### src/rtl/crcu_apb_pkg.sv
`default_nettype none
// +----------------------------------------------------------------------+
// | crcu_apb_pkg : shared types and widths for the CRCU APB requester    |
// | Rev 1.0                                                              |
// +----------------------------------------------------------------------+
package crcu_apb_pkg;

    localparam int CRCU_APB_ADDR_W = 32;
    localparam int CRCU_APB_DATA_W = 32;

    typedef enum logic [1:0] {
        IDLE   = 2'd0,
        SETUP  = 2'd1,
        ACCESS = 2'd2,
        RESP   = 2'd3
    } crcu_apb_state_e;

    typedef struct packed {
        logic                       write;
        logic [CRCU_APB_ADDR_W-1:0] addr;
        logic [CRCU_APB_DATA_W-1:0] wdata;
    } crcu_apb_cmd_t;

    typedef struct packed {
        logic [CRCU_APB_DATA_W-1:0] rdata;
        logic                       err;
        logic                       timeout;
    } crcu_apb_rsp_t;

endpackage
`default_nettype wire

### src/rtl/crcu_apb_timeout_cnt.sv
`default_nettype none
// +----------------------------------------------------------------------+
// | crcu_apb_timeout_cnt : ACCESS-phase wait-state counter, flags expiry |
// | Rev 1.0                                                              |
// +----------------------------------------------------------------------+
module crcu_apb_timeout_cnt #(
    parameter int TIMEOUT_CYCLES = 255
) (
    input  logic clk,
    input  logic rst,
    input  logic clear,
    input  logic enable,
    output logic expired
);

    localparam int CNT_W = ($clog2(TIMEOUT_CYCLES + 1) > 8) ? $clog2(TIMEOUT_CYCLES + 1) : 8;

    logic [CNT_W-1:0] r_cnt;

    // Holds at the limit so a late PREADY cannot wrap the count.
    always_ff @(posedge clk or posedge rst) begin
        if (rst) begin
            r_cnt <= '0;
        end else if (clear) begin
            r_cnt <= '0;
        end else if (enable && !expired) begin
            r_cnt <= r_cnt + CNT_W'(1);
        end
    end

    assign expired = (r_cnt == CNT_W'(TIMEOUT_CYCLES));

endmodule
`default_nettype wire

### src/rtl/crcu_apb_master.sv
`default_nettype none
// +----------------------------------------------------------------------+
// | crcu_apb_master : command/response to APB requester (one in flight). |
// | Optional ACCESS timeout when CRCU_APB_TIMEOUT_EN is defined. Rev 1.0 |
// +----------------------------------------------------------------------+
module crcu_apb_master
    import crcu_apb_pkg::*;
#(
    parameter int TIMEOUT_CYCLES = 255
) (
    input  logic        CRCU_CLK,
    input  logic        CRCU_RST,
    input  logic        cmd_valid,
    output logic        cmd_ready,
    input  logic        cmd_write,
    input  logic [31:0] cmd_addr,
    input  logic [31:0] cmd_wdata,
    output logic        rsp_valid,
    input  logic        rsp_ready,
    output logic [31:0] rsp_rdata,
    output logic        rsp_err,
    output logic        rsp_timeout,
    output logic        PSEL,
    output logic        PENABLE,
    output logic        PWRITE,
    output logic [31:0] PADDR,
    output logic [31:0] PWDATA,
    input  logic        PREADY,
    input  logic        PSLVERR,
    input  logic [31:0] PRDATA
);

    crcu_apb_state_e r_state, w_next;
    crcu_apb_cmd_t   r_cmd;
    crcu_apb_rsp_t   r_rsp;
    logic            r_ready_en;
    logic            w_accept, w_done, w_tmo, w_expired;
    logic [31:0]     w_addr_aligned;

    assign w_addr_aligned = cmd_addr & 32'hFFFF_FFFC;

`ifdef CRCU_APB_TIMEOUT_EN
    crcu_apb_timeout_cnt #(
        .TIMEOUT_CYCLES (TIMEOUT_CYCLES)
    ) u_timeout_cnt (
        .clk     (CRCU_CLK),
        .rst     (CRCU_RST),
        .clear   (r_state == SETUP),
        .enable  ((r_state == ACCESS) && !PREADY),
        .expired (w_expired)
    );
`else
    assign w_expired = 1'b0;
`endif

    always_ff @(posedge CRCU_CLK or posedge CRCU_RST) begin
        if (CRCU_RST) begin
            r_state <= IDLE;
        end else begin
            r_state <= w_next;
        end
    end

    always_comb begin
        w_next    = r_state;
        cmd_ready = 1'b0;
        PSEL      = 1'b0;
        PENABLE   = 1'b0;
        rsp_valid = 1'b0;
        w_accept  = 1'b0;
        w_done    = 1'b0;
        w_tmo     = 1'b0;
        case (r_state)
            IDLE: begin
                cmd_ready = r_ready_en;
                if (cmd_valid && r_ready_en) begin
                    w_accept = 1'b1;
                    w_next   = SETUP;
                end
            end
            SETUP: begin
                PSEL   = 1'b1;
                w_next = ACCESS;
            end
            ACCESS: begin
                PSEL    = 1'b1;
                PENABLE = 1'b1;
                // A completing PREADY takes priority over an expiring counter.
                if (PREADY) begin
                    w_done = 1'b1;
                    w_next = RESP;
                end else if (w_expired) begin
                    w_tmo  = 1'b1;
                    w_next = RESP;
                end
            end
            RESP: begin
                rsp_valid = 1'b1;
                if (rsp_ready) begin
                    w_next = IDLE;
                end
            end
            default: w_next = IDLE;
        endcase
    end

    // cmd_ready stays low while reset is held and rises on the first edge after release.
    always_ff @(posedge CRCU_CLK or posedge CRCU_RST) begin
        if (CRCU_RST) begin
            r_ready_en <= 1'b0;
            r_cmd      <= '0;
            r_rsp      <= '0;
        end else begin
            r_ready_en <= 1'b1;
            if (w_accept) begin
                r_cmd.write <= cmd_write;
                r_cmd.addr  <= w_addr_aligned;
                r_cmd.wdata <= cmd_write ? cmd_wdata : 32'h0;
            end
            if (w_done) begin
                r_rsp.rdata   <= r_cmd.write ? 32'h0 : PRDATA;
                r_rsp.err     <= PSLVERR;
                r_rsp.timeout <= 1'b0;
            end else if (w_tmo) begin
                r_rsp.rdata   <= 32'h0;
                r_rsp.err     <= 1'b1;
                r_rsp.timeout <= 1'b1;
            end
        end
    end

    assign PWRITE      = r_cmd.write;
    assign PADDR       = r_cmd.addr;
    assign PWDATA      = r_cmd.wdata;
    assign rsp_rdata   = r_rsp.rdata;
    assign rsp_err     = r_rsp.err;
    assign rsp_timeout = r_rsp.timeout;

endmodule
`default_nettype wire

### config.mk
export PLATFORM = sky130hd
export DESIGN_NAME = crcu_apb_master
export DESIGN_NICKNAME = d
export VERILOG_FILES = /design/src/rtl/crcu_apb_pkg.sv /design/src/rtl/crcu_apb_timeout_cnt.sv /design/src/rtl/crcu_apb_master.sv
export SDC_FILE = /design/constraint.sdc
export NUM_CORES = 1
export LEC_CHECK = 0
export CAP_MARGIN = 10
export CORE_MARGIN = 1.5
export CORE_UTILIZATION = 43
export DETAILED_ROUTE_END_ITERATION = 10
export PLACE_DENSITY = 0.86
export SYNTH_ARGS = -nofsm -noshare
export SYNTH_HDL_FRONTEND = slang
export SYNTH_SLANG_ARGS = --single-unit
### constraint.sdc
create_clock -name CRCU_CLK -period 5.6 [get_ports CRCU_CLK]
set_input_delay 1.12 -clock CRCU_CLK [delete_from_list [all_inputs] [get_ports CRCU_CLK]]
set_output_delay 1.12 -clock CRCU_CLK [all_outputs]
set_load 0.02 [all_outputs]
==> results of run 1 <==
Yosys cell counts:
cell / count / share of area
conb_1: 2 / 0.0019
buf_2: 7 / 0.0088
o21ai_1: 5 / 0.0063
buf_6: 1 / 0.0028
ha_1: 4 / 0.013
buf_4: 3 / 0.0057
nand2b_1: 32 / 0.050
nand3_2: 1 / 0.0025
and2_1: 1 / 0.0016
o21ai_0: 59 / 0.074
clkbuf_1: 16 / 0.015
mux2_1: 1 / 0.0028
inv_1: 5 / 0.0047
nand2_1: 98 / 0.092
mux2i_1: 1 / 0.0025
nor2_1: 1 / 0.00094
dfrtp_1: 99 / 0.62
mux2_2: 32 / 0.090
a222oi_1: 1 / 0.0025
worst max-delay path by stage:
stage | slack (ps) | to | depth (start not counted) | from
finish | 2490 | PWRITE | 1 | PWRITE
global placement | 2470 | PADDR[10] | 3 | cmd_valid
CTS | 2460 | PWRITE | 1 | PWRITE
detailed placement | 2430 | PADDR[12] | 3 | cmd_valid
global route | 2350 | PWRITE | 1 | PWRITE
floorplan | 1890 | PADDR[10] | 1 | CRCU_RST
power by group through the flow:
stage	clock network (mW)	logic, mW	registers (mW)
finish	0.467	1.65	1.21
global placement	0	1.62	1.21
CTS	0.479	1.67	1.22
detailed placement	0	1.67	1.23
global route	0.513	1.77	1.26
floorplan	0	0.471	1.58
metal layers:
layer / wire length [um] / track usage / up-vias
met5: 0 / 0 / -
met4: 199 / 0.08451 / 0
met3: 656 / 0.05060 / 17
met2: 4995 / 0.3641 / 121
met1: 4073 / 0.2493 / 1497
li1: - / - / 1563
kinds of logic after synthesis:
| logic type | Yosys count | synth area share |
|---|---|---|
| AOI/OAI and AO/OA | 65 | 0.08294 |
| adders and majority gates | 4 | 0.01257 |
| buffers and inverters | 32 | 0.03707 |
| DFF | 99 | 0.6221 |
| muxes | 34 | 0.09582 |
| other | 2 | 0.001886 |
| and+or+nand+nor | 133 | 0.1477 |
final cells by class:
type | count | area [um^2] | area share
tap | 108 | 135.1 | 0.02170
clock inverter | 5 | 62.56 | 0.01005
sequential | 99 | 2477 | 0.3978
multi-input combinational | 240 | 1373 | 0.2204
timing repair buffer | 202 | 2017 | 0.3239
clock buffer | 11 | 141.4 | 0.02270
inverter | 5 | 21.27 | 0.003416
metrics by stage:
stage               setup slack [ps]  std cells  power (mW)
floorplan                       1890        371       2.049
global placement                2469        654       2.830
detailed placement              2428        654       2.904
CTS                             2458        670       3.373
global route                    2349        670       3.546
finish                          2490        670       3.335
sequential cells by signal, indices dropped and copies added (netlist names):
register,cells
rsp_rdata,32
rsp_err,1
r_state,2
r_ready_en,1
PWRITE,1
PADDR,30
PWDATA,32
layout by cell type (no fill, tap or decap), types with 2 or more instances in the layout:
master	n
buf_4	2
clkbuf_8	10
clkdlybuf4s50_1	200
clkinv_4	2
clkinvlp_4	2
conb_1	4
dfrtp_1	99
ha_1	4
inv_1	4
mux2_2	32
nand2_1	98
nand2b_1	32
o21ai_0	59
o21ai_1	5
worst reg2reg max path, cell delays in order, from the launching register on:
cell and delay (ps):
dfrtp_1 390, inv_1 120, ha_1 250, nand3_4 730, mux2_2 650
==> flow_summary.json, run 1 <==
{
  "min_from": "rsp_rdata[0]",
  "seq_power_share": 0.364,
  "fmax_mhz": 321.5,
  "io_pins": 206,
  "wl_per_cell_um": 14.81,
  "tritoncts": "done",
  "ctsHoldBuffers": 0,
  "worstSetupPathType": "flop to output pin",
  "r2r-end": "PADDR[16]",
  "setup_viol": 0,
  "syn-cell-area_um2": 3983,
  "ys_seq_area_frac": 0.6221,
  "clkSlewWorstSetupHoldPaths_ps": 90,
  "hold_depth": 2,
  "r2r_setup_slack_ps": 3340,
  "startpoint_type": "flop",
  "drt_first_pass_iters": 4,
  "setup_tns_ps": 0,
  "ys_warn_count": 0,
  "r2r_cells": 4,
  "min_period_ps": 3110,
  "hold_end": "rsp_rdata[0]",
  "fin_crit_sh": 0.5554,
  "hp-class": "flop to flop",
  "cts.htree.levels": 3,
  "critPathArrivalTime_ps": 1990,
  "grt_usage": 0.2090,
  "cts-resized-gates": 0,
  "status": "completed",
  "routabilityCongestion": 0.7486,
  "first_iter_violations": 83,
  "post_dp_cell_area_um2": 6023,
  "crit_path_cell_trace": "clkdlybuf4s50_1",
  "rows": 34,
  "antenna_cells": 0,
  "critPathCaptureType": "output pin",
  "numCtsBuffers": 9,
  "reg2reg_from": "r_state[0]",
  "final_core_util": 0.7038,
  "die_y_um": 99.24,
  "num_vias": 3198,
  "p_int_mw": 2.086,
  "syn_avg_cell_area_um2": 10.79,
  "initial_utilization": 0.4501,
  "synth_seq_cells": 99,
  "grt_pass1_wl_um": 16250,
  "cts_root_buf": "clkbuf_8",
  "drive_gt1_frac": 0.09075,
  "finalHoldViolCount": 0,
  "cp.required_ps": 4480,
  "fin_skew_ps": 9.555,
  "tightestPinTransition_ps": 1168,
  "synth_cells": 369,
  "clk_latency_ps": 350,
  "syn_to_final_growth_pct": 56.36,
  "drv_cap": 0,
  "fin_hold_ws_ps": 484.5,
  "rsz0062_at_grt": "no",
  "swShare": 0.3743,
  "fill_cells": 664,
  "antenna_found_initial": 0,
  "dieWidth_um": 99.24,
  "vdd_drop_max_v": 0.0002772,
  "routed_wirelength_um": 9925,
  "core_um2": 8848,
  "viasPerCell": 4.773,
  "slowest_stage": "dfrtp_1",
  "critPathBufInv": 1,
  "max_stage_delay_ps": 900,
  "slew-limit-headroom": 0.2190,
  "port_buffers": 200,
  "clockBufferDepth": 2,
  "crit_family": "flip-flops",
  "post_cts_buffers": 0,
  "postLayoutCellArea_um2": 6227,
  "ant_nets": 0,
  "route.detailed.drc": 0,
  "drv_slew": 0,
  "die_area_um2": 9849,
  "dp.final_hpwl_um": 7328,
  "yosysUniqueCellTypes": 19,
  "grt_max_degree": 96,
  "p_per_area_nw_per_um2": 535.5,
  "power.switching_mw": 1.248,
  "leakage_nw": 2.711,
  "path_max_fanout": 34,
  "p_clk_frac": 0.140,
  "comb_power_share": 0.496,
  "cts_sinks": 99,
  "overflow": 0,
  "grt_pass1_vias": 3363,
  "finalNetCount": 664
}
(Power assumes the default switching activity.)
==> inputs of run 2 (changes only) <==
Settings changed: CORE_UTILIZATION 43 to 40, PLACE_DENSITY 0.86 to 0.81.
Clock period 5.6 ns to 3.2 ns, I/O delays scaled along.
==> flow_summary.json, run 2 (synthesized netlist as in run 1, its figures left out) <==
{
  "num_vias": 3196,
  "routabilityCongestion": 0.7186,
  "dp.final_hpwl_um": 7354,
  "status": "completed",
  "path_max_fanout": 4,
  "grt_pass1_vias": 3274,
  "clk_latency_ps": 360,
  "post_dp_cell_area_um2": 6106,
  "cts_root_buf": "clkbuf_8",
  "p_per_area_nw_per_um2": 923.9,
  "post-place-ws_ps": 753.2,
  "initial_utilization": 0.4093,
  "drv_cap": 0,
  "syn_to_final_growth_pct": 58.59,
  "viasPerCell": 4.566,
  "layout_common_cells": "clkdlybuf4s50_1, dfrtp_1, nand2_1, o21ai_0",
  "finalNetCount": 669,
  "antenna_found_initial": 0,
  "setup_tns_ps": 0,
  "fin_hold_ws_ps": 482.2,
  "setup_slack_ps": 670.2,
  "fin_crit_sh": 0.7906,
  "tritoncts": "done",
  "rsz0062_at_grt": "no",
  "dp.cells": 684,
  "first_iter_violations": 73,
  "final_cells": 700,
  "cp.required_ps": 2560,
  "clkSlewWorstSetupHoldPaths_ps": 80,
  "ant_nets": 0,
  "numCtsBuffers": 9,
  "finalPower_mw": 5.835,
  "postLayoutCellArea_um2": 6316,
  "antenna_cells": 0,
  "critPathCaptureType": "output pin",
  "die_area_um2": 10560,
  "grt_usage": 0.1861,
  "drv_slew": 0,
  "cts-resized-gates": 0,
  "layout_commonest_cell": "clkdlybuf4s50_1",
  "min_period_ps": 2530,
  "worstSetupPathType": "flop to output pin",
  "routed_wirelength_um": 9831,
  "final_core_util": 0.6492,
  "fmax_mhz": 395.3,
  "vdd_drop_max_v": 0.0004453,
  "port_buffers": 200,
  "post_cts_buffers": 0,
  "core_um2": 9729,
  "drt_first_pass_iters": 4,
  "grt_pass1_wl_um": 15180,
  "dieWidth_um": 102.8,
  "grt_max_degree": 56,
  "fin_skew_ps": 8.237,
  "slew-limit-headroom": 0.5353,
  "io_pins": 206,
  "rows": 36,
  "leakage_nw": 2.750,
  "cts.htree.levels": 3,
  "critPathArrivalTime_ps": 1890,
  "startpoint_type": "flop",
  "finalHoldViolCount": 0,
  "wl_per_cell_um": 14.04,
  "cts_sinks": 99,
  "route.detailed.drc": 0,
  "die_y_um": 102.8,
  "setup_viol": 0,
  "tightestPinTransition_ps": 697.0,
  "clockBufferDepth": 2,
  "hp-class": "flop to flop",
  "overflow": 0,
  "ctsHoldBuffers": 0,
  "drive_gt1_frac": 0.09877
}
run 2: worst max-delay path, cell delays in order (launching register included):
cell and delay, ps:
dfrtp_1 400, inv_1 120, ha_1 250, and2_1 140, clkdlybuf4s50_1 630
run 2: cell type report:
type | instances | area (um^2)
Clock buffer | 16 | 210.2
Fill cell | 798 | 3413
Inverter | 5 | 22.52
Multi-Input combinational cell | 240 | 1373
Sequential cell | 99 | 2477
Tap cell | 133 | 166.4
Timing Repair Buffer | 207 | 2067
run 2: where the power goes:
| part | internal [mW] | switching (mW) | total (mW) |
|---|---|---|---|
| clock network | 0.412 | 0.398 | 0.810 |
| registers | 1.80 | 0.277 | 2.08 |
| logic | 1.48 | 1.47 | 2.95 |
| total | 3.69 | 2.14 | 5.84 |
run 2: metal layers:
metal | wire (um) | GRT usage | vias to the layer above
met5 | 0 | 0 | -
met4 | 152 | 0.08212 | 0
met3 | 776 | 0.05559 | 12
met2 | 4948 | 0.3260 | 115
met1 | 3954 | 0.2111 | 1502
li1 | - | - | 1567
run 2: worst paths after layout:
path	start	endpoint	slack (ps)	cells after the start
worst max-delay path	r_state[0]	cmd_ready	670	4
worst min-delay path	rsp_rdata[16]	rsp_rdata[16]	480	2
worst max register to register	r_state[0]	PADDR[31]	1180	5
worst min register to register	rsp_rdata[16]	rsp_rdata[16]	480	2
max in group asynchronous	CRCU_RST	PWDATA[20]	1840	3
min in group asynchronous	CRCU_RST	rsp_rdata[5]	830	3
